[src/rtl/qmult_sched.sv]
// qmult_sched: round-robin scheduler sharing one sign-magnitude Q-format multiplier among NREQ requesters.
// Define QMULT_SCHED_STATS_EN to add saturating grant/stall counters (stat_issue, stat_stall).
module qmult_sched #(
  parameter int Q    = 15,
  parameter int N    = 32,
  parameter int NREQ = 4,
  parameter int IDW  = 2
) (
  input  logic              clk,
  input  logic              rst,
  input  logic [NREQ-1:0]   req_valid,
  input  logic [NREQ*N-1:0] req_a,
  input  logic [NREQ*N-1:0] req_b,
  output logic [NREQ-1:0]   req_ready,
  output logic              res_valid,
  output logic [N-1:0]      res_data,
  output logic [IDW-1:0]    res_id,
  input  logic              res_ready,
  output logic              busy
`ifdef QMULT_SCHED_STATS_EN
  ,
  output logic [31:0]       stat_issue,
  output logic [31:0]       stat_stall
`endif
);

  // Sign-magnitude Q-format product: sign is XOR of signs, magnitude keeps
  // bits [N-2+Q:Q] of the magnitude product (truncation, no saturation).
  function automatic logic [N-1:0] qmult(input logic [N-1:0] a, input logic [N-1:0] b);
    logic [2*N-3:0] prod;
    prod = (2*N-2)'(a[N-2:0]) * (2*N-2)'(b[N-2:0]);
    return {a[N-1] ^ b[N-1], (N-1)'(prod >> Q)};
  endfunction

  logic           advance;
  logic           grant_any;
  logic [IDW-1:0] grant_id;
  logic [IDW-1:0] rr_ptr;

  logic           vld_p1;
  logic [N-1:0]   a_p1;
  logic [N-1:0]   b_p1;
  logic [IDW-1:0] id_p1;

  assign advance = !res_valid || res_ready;
  assign busy    = vld_p1 || res_valid;

  // Wrap-around search starting at rr_ptr; reset gates the grant because
  // res_valid=0 during reset would otherwise leave advance high.
  always_comb begin
    int             idx;
    logic [IDW-1:0] cand;
    grant_any = 1'b0;
    grant_id  = '0;
    idx       = 0;
    cand      = '0;
    for (int k = 0; k < NREQ; k++) begin
      idx = int'(rr_ptr) + k;
      if (idx >= NREQ) idx = idx - NREQ;
      cand = IDW'(idx);
      if (!grant_any && req_valid[cand]) begin
        grant_any = 1'b1;
        grant_id  = cand;
      end
    end
    if (rst || !advance) grant_any = 1'b0;
  end

  assign req_ready = grant_any ? (NREQ'(1) << grant_id) : '0;

  // Stage p1: operand register, loaded only on a handshake
  always_ff @(posedge clk) begin
    if (grant_any) begin
      a_p1  <= req_a[grant_id*N +: N];
      b_p1  <= req_b[grant_id*N +: N];
      id_p1 <= grant_id;
    end
  end

  // Stage p2: result register and scheduler control
  always_ff @(posedge clk or posedge rst) begin
    if (rst) begin
      vld_p1    <= 1'b0;
      res_valid <= 1'b0;
      res_data  <= '0;
      res_id    <= '0;
      rr_ptr    <= '0;
    end else begin
      if (advance) begin
        res_valid <= vld_p1;
        if (vld_p1) begin
          res_data <= qmult(a_p1, b_p1);
          res_id   <= id_p1;
        end
        vld_p1 <= grant_any;
      end
      if (grant_any)
        rr_ptr <= (grant_id == IDW'(NREQ-1)) ? '0 : grant_id + 1'b1;
    end
  end

`ifdef QMULT_SCHED_STATS_EN
  always_ff @(posedge clk or posedge rst) begin
    if (rst) begin
      stat_issue <= '0;
      stat_stall <= '0;
    end else begin
      if (grant_any && stat_issue != 32'hFFFF_FFFF)
        stat_issue <= stat_issue + 32'd1;
      if (res_valid && !res_ready && stat_stall != 32'hFFFF_FFFF)
        stat_stall <= stat_stall + 32'd1;
    end
  end
`endif

endmodule

[config.mk]
export PLATFORM = sky130hd
export DESIGN_NAME = qmult_sched
export DESIGN_NICKNAME = d
export VERILOG_FILES = /design/src/rtl/qmult_sched.sv
export SDC_FILE = /design/constraint.sdc
export NUM_CORES = 2
export LEC_CHECK = 0
export BUFFER_PORTS_ARGS = -buffer_cell sky130_fd_sc_hd__buf_2
export CAP_MARGIN = 25
export CORE_MARGIN = 3
export CORE_UTILIZATION = 42
export DETAILED_ROUTE_END_ITERATION = 6
export RECOVER_POWER = 25
export SYNTH_ARGS = -nofsm -noshare
export SYNTH_HDL_FRONTEND = slang
export SYNTH_SLANG_ARGS = --single-unit
export TNS_END_PERCENT = 30
[constraint.sdc]
create_clock -name clk -period 8.9 [get_ports clk]
set_input_delay 1.78 -clock clk [delete_from_list [all_inputs] [get_ports clk]]
set_output_delay 1.78 -clock clk [all_outputs]
set_load 0.05 [all_outputs]
==> results.md <==
Timing:
- The time the worst path needs with I/O delays and setup is around 8 ns.
- For the final routed database, the setup TNS stands at 0 ns.
- The relative slew slack is -69.7%.
- The final worst clock skew is 0.0202 ns.
- The number of hold violations in the final report is 0.
- The period utilization is 89.1%.
- Setup repair after global routing left no endpoint under its margin.
- Static timing analysis puts the maximum clock frequency at 126 MHz.
- The number of max-slew violations in the final report is 173.
- The transition time of the tightest slew-check pin is 2.55 ns.
- The number of endpoints failing setup at the final stage is 0.

Yosys:
- The number of distinct standard cells referenced by the synthesized netlist is 66.
- The share of the yosys chip area belonging to registers is about a tenth.
- The most used flip-flop cell after synthesis is edfxtp_1.
- In the synthesized netlist, the number of instances is between 3000 and 4000.
- The number of nets in the synthesized netlist is 4593.
- The cell area after technology mapping is roughly 0.031 mm^2.
- Of all flip-flops after synthesis, the portion carrying an async set or reset was about 37%.
- The average size of a mapped cell is ~9 um^2.
- The count of yosys warnings during synthesis is 0.
- The number of synthesized register bits is 104.
- The number of enable flip-flop cells after synthesis is 66.

Placement:
- The routability congestion estimate from global placement is 0.910.
- The count of buffers added on input and output ports is 302.
- The estimated wirelength of the detail-placed design is between 70 and 80 mm.

Setup path:
- In this run the critical register-to-register path is launched from a_p1[10].
- The category of the critical setup timing path is reg2reg.
- In this run the worst setup path begins at a_p1[10].
- STA classifies the critical path endpoint as a flip-flop.
- STA classifies the critical path startpoint as a flip-flop.
- In this run the critical register-to-register path is captured at res_data[26].
- The maximum fanout encountered on the critical timing path is 22.
- For the worst flop-to-flop path, the logic depth is 20.
- For the worst setup path, the data required time is 9.19 ns.
- For the worst setup path, the data arrival time is 8.21 ns.
- The setup check on the worst reg-to-reg path leaves a slack of 0.97 ns.

CTS:
- The tree is rooted in a clkbuf_16.
- Once the clock tree was built, the resizer swapped 0 gates to a different size.
- The clock transition at the registers of the reported paths is 0.10 ns.
- The count of buffers added by post-CTS timing repair for setup is 0.
- The number of buffers created by CTS is 9.
- The TritonCTS clock tree is yes.
- The number of hold-repair buffers added at the cts stage is 0.
- The clock tree synthesis step divided the H-tree into 3 levels.
- The worst-skew pair later-pin latency is 0.42 ns.
- The longest clock path from root to sink contains 2 buffers.
- The clock drives 104 sinks.

Finish:
- The filler cells instantiated in the layout total 7029.
- Across the whole layout, storage elements account for roughly 0.003 mm^2.
- In the final layout, the share of cells above drive strength 1 is 11.0%.
- The total area of multi-input combinational cells is 0.0247 mm^2.
- The number of nets in the finished design is about 4800.
- The area growth from synthesis to layout is 9.41%.
- The most common library cell in the layout ignoring fill and taps is nand2_1.
- In the layout the commonest cells are 732 x nand2_1, 719 x fa_1, 671 x inv_1, 424 x and2_1, 287 x buf_2.

Floorplan:
- The number of I/O pins is 303.
- The die covers 0.0770 mm^2.
- After floorplanning, the core was sized to cover around 0.072 mm^2.
- For this configuration, the core starts out at a cell density of a little over two fifths.
- The vertical extent of the die is 277 um.
- The horizontal die dimension is 277 um.
- The floorplan has 98 rows.

Global route:
- The number of antenna violations at the first check in global routing is 1.
- The total congestion overflow after global routing is 0.
- Global routing used 25.6% of the available tracks.
- Entering global routing, the biggest net connects slightly above 90 pins.
- The number of global-route vias before repair is 25400.
- The global-route wire length before repair is around 150 mm.

Routing:
- The routed design has ~95 mm of wire.
- For this run, design rule violations remaining after detail routing come to 0.
- The routed layout has 23500 vias.
- For this run, the detailed router's first-pass iteration total came to 5.
- The DRC marker count from the first detailed-route iteration is roughly 1500.
- Once detail routing completed, the nets flagged for antenna violations numbered 0.
- The via density per instance is between 5 and 6.
- In the final routed layout, each cell accounts on average for 20.8 um.

Hold path:
- Along the worst hold path, the cell count comes to 2.
- The end of the worst hold path is res_id[1].
- The path class of the tightest hold or removal check is reg2reg.
- The worst hold path begins at id_p1[1].

Run status:
- The flow ran to the end, but the final reports show violations.
- The checks that failed: capacitance limit, slew limit.

Flow run:
- The reported max-cap violation count is 3.
-- layer usage --
metal | part of all wire (%) | global-route usage, % | vias up
li1 | - | - | 10500
met5 | 0.014 | 0 | -
met1 | 41 | 33.9 | 12100
met2 | 50 | 43.3 | 764
met4 | 3.7 | 8.80 | 2
met3 | 5.8 | 3.21 | 112
-- area by class of cell --
type	count	share of cell area, %
Sequential cell	104	8.66
Timing Repair Buffer	378	6.52
Tap cell	950	3.51
Clock inverter	7	0.284
Antenna cell	1	0.00739
Clock buffer	9	0.665
Multi-Input combinational cell	2452	72.9
Inverter	674	7.48
-- registers in the layout, summed over array words and instances (netlist names) --
name / flops
a_p1: 32
b_p1: 32
id_p1: 2
res_data: 32
res_id: 2
res_valid: 1
rr_ptr: 2
vld_p1: 1
-- worst max-delay path by stage --
stage	end	slack, ns	cells after the start
3_5_place_dp	res_data[29]	0.97	22
4_1_cts	res_data[23]	0.93	22
2_1_floorplan	req_ready[0]	1.83	3
5_1_grt	res_data[20]	0.68	20
3_3_place_gp	res_data[29]	1.01	21
6_report	res_data[26]	0.97	20
-- cell families (layout without fill, tap and decap cells) --
kind of cell	Yosys count	count (layout)	share of synthesized area, %
simple gates	1300	1300	20.3
fa+ha+maj	888	888	53.3
buf+inv	886	1068	10.8
compound gates	213	213	4.63
flops	104	104	9.47
xor+xnor	49	49	1.39
mux	2	2	0.0647
other cells	0	1	0
-- Yosys cell counts, types with 4 or more instances --
cell | count | area [um^2]
a21o_1 | 20 | 150
a21oi_1 | 27 | 135
a31oi_1 | 67 | 419
and2_1 | 424 | 2650
and3_1 | 71 | 444
buf_1 | 4 | 15.0
clkbuf_1 | 205 | 769
dfrtp_1 | 38 | 951
edfxtp_1 | 66 | 1980
fa_1 | 719 | 14400
ha_1 | 169 | 2110
inv_1 | 674 | 2530
nand2_1 | 733 | 2750
nand2b_1 | 7 | 43.8
nand3_1 | 7 | 35.0
nand4_1 | 10 | 62.6
nor2_1 | 14 | 52.6
nor3_1 | 13 | 65.1
o211ai_1 | 4 | 30.0
o21a_1 | 9 | 67.6
o21ai_0 | 32 | 160
o21bai_1 | 6 | 45.0
o31ai_1 | 11 | 82.6
xnor2_1 | 42 | 368
xor2_1 | 7 | 61.3
-- through the flow --
stage          instance area [um^2]  worst slack, ns  instances  hold WS (ns)  utilization, %
6_report                      33900            0.973       4575         0.456            46.9
5_1_grt                       33900            0.684       4574         0.467            46.9
4_1_cts                       33700            0.935       4567         0.457            46.7
3_5_place_dp                  33400            0.966       4551         0.441            46.3
3_3_place_gp                  33400             1.01       4549         0.422            46.2
2_1_floorplan                 31000             1.83       3442         0.415               -
-- critical path, stage by stage, from the launching register on --
cell and delay, ns:
edfxtp_1 1.03, buf_4 0.28, and2_1 0.15, fa_1 0.45, fa_1 0.51, inv_1 0.06
fa_1 0.49, fa_1 0.51, inv_1 0.11, fa_1 0.44, fa_1 0.57, fa_1 0.42
fa_1 0.44, ha_1 0.35, and3_1 0.21, and2b_1 0.19, o21bai_1 0.53, o211ai_1 0.21
o211a_1 0.23, o31ai_1 0.23, or3b_1 0.36
Power is not shown: default switching activity piles up to over one toggle a cycle in this logic, so the estimate is an artifact.
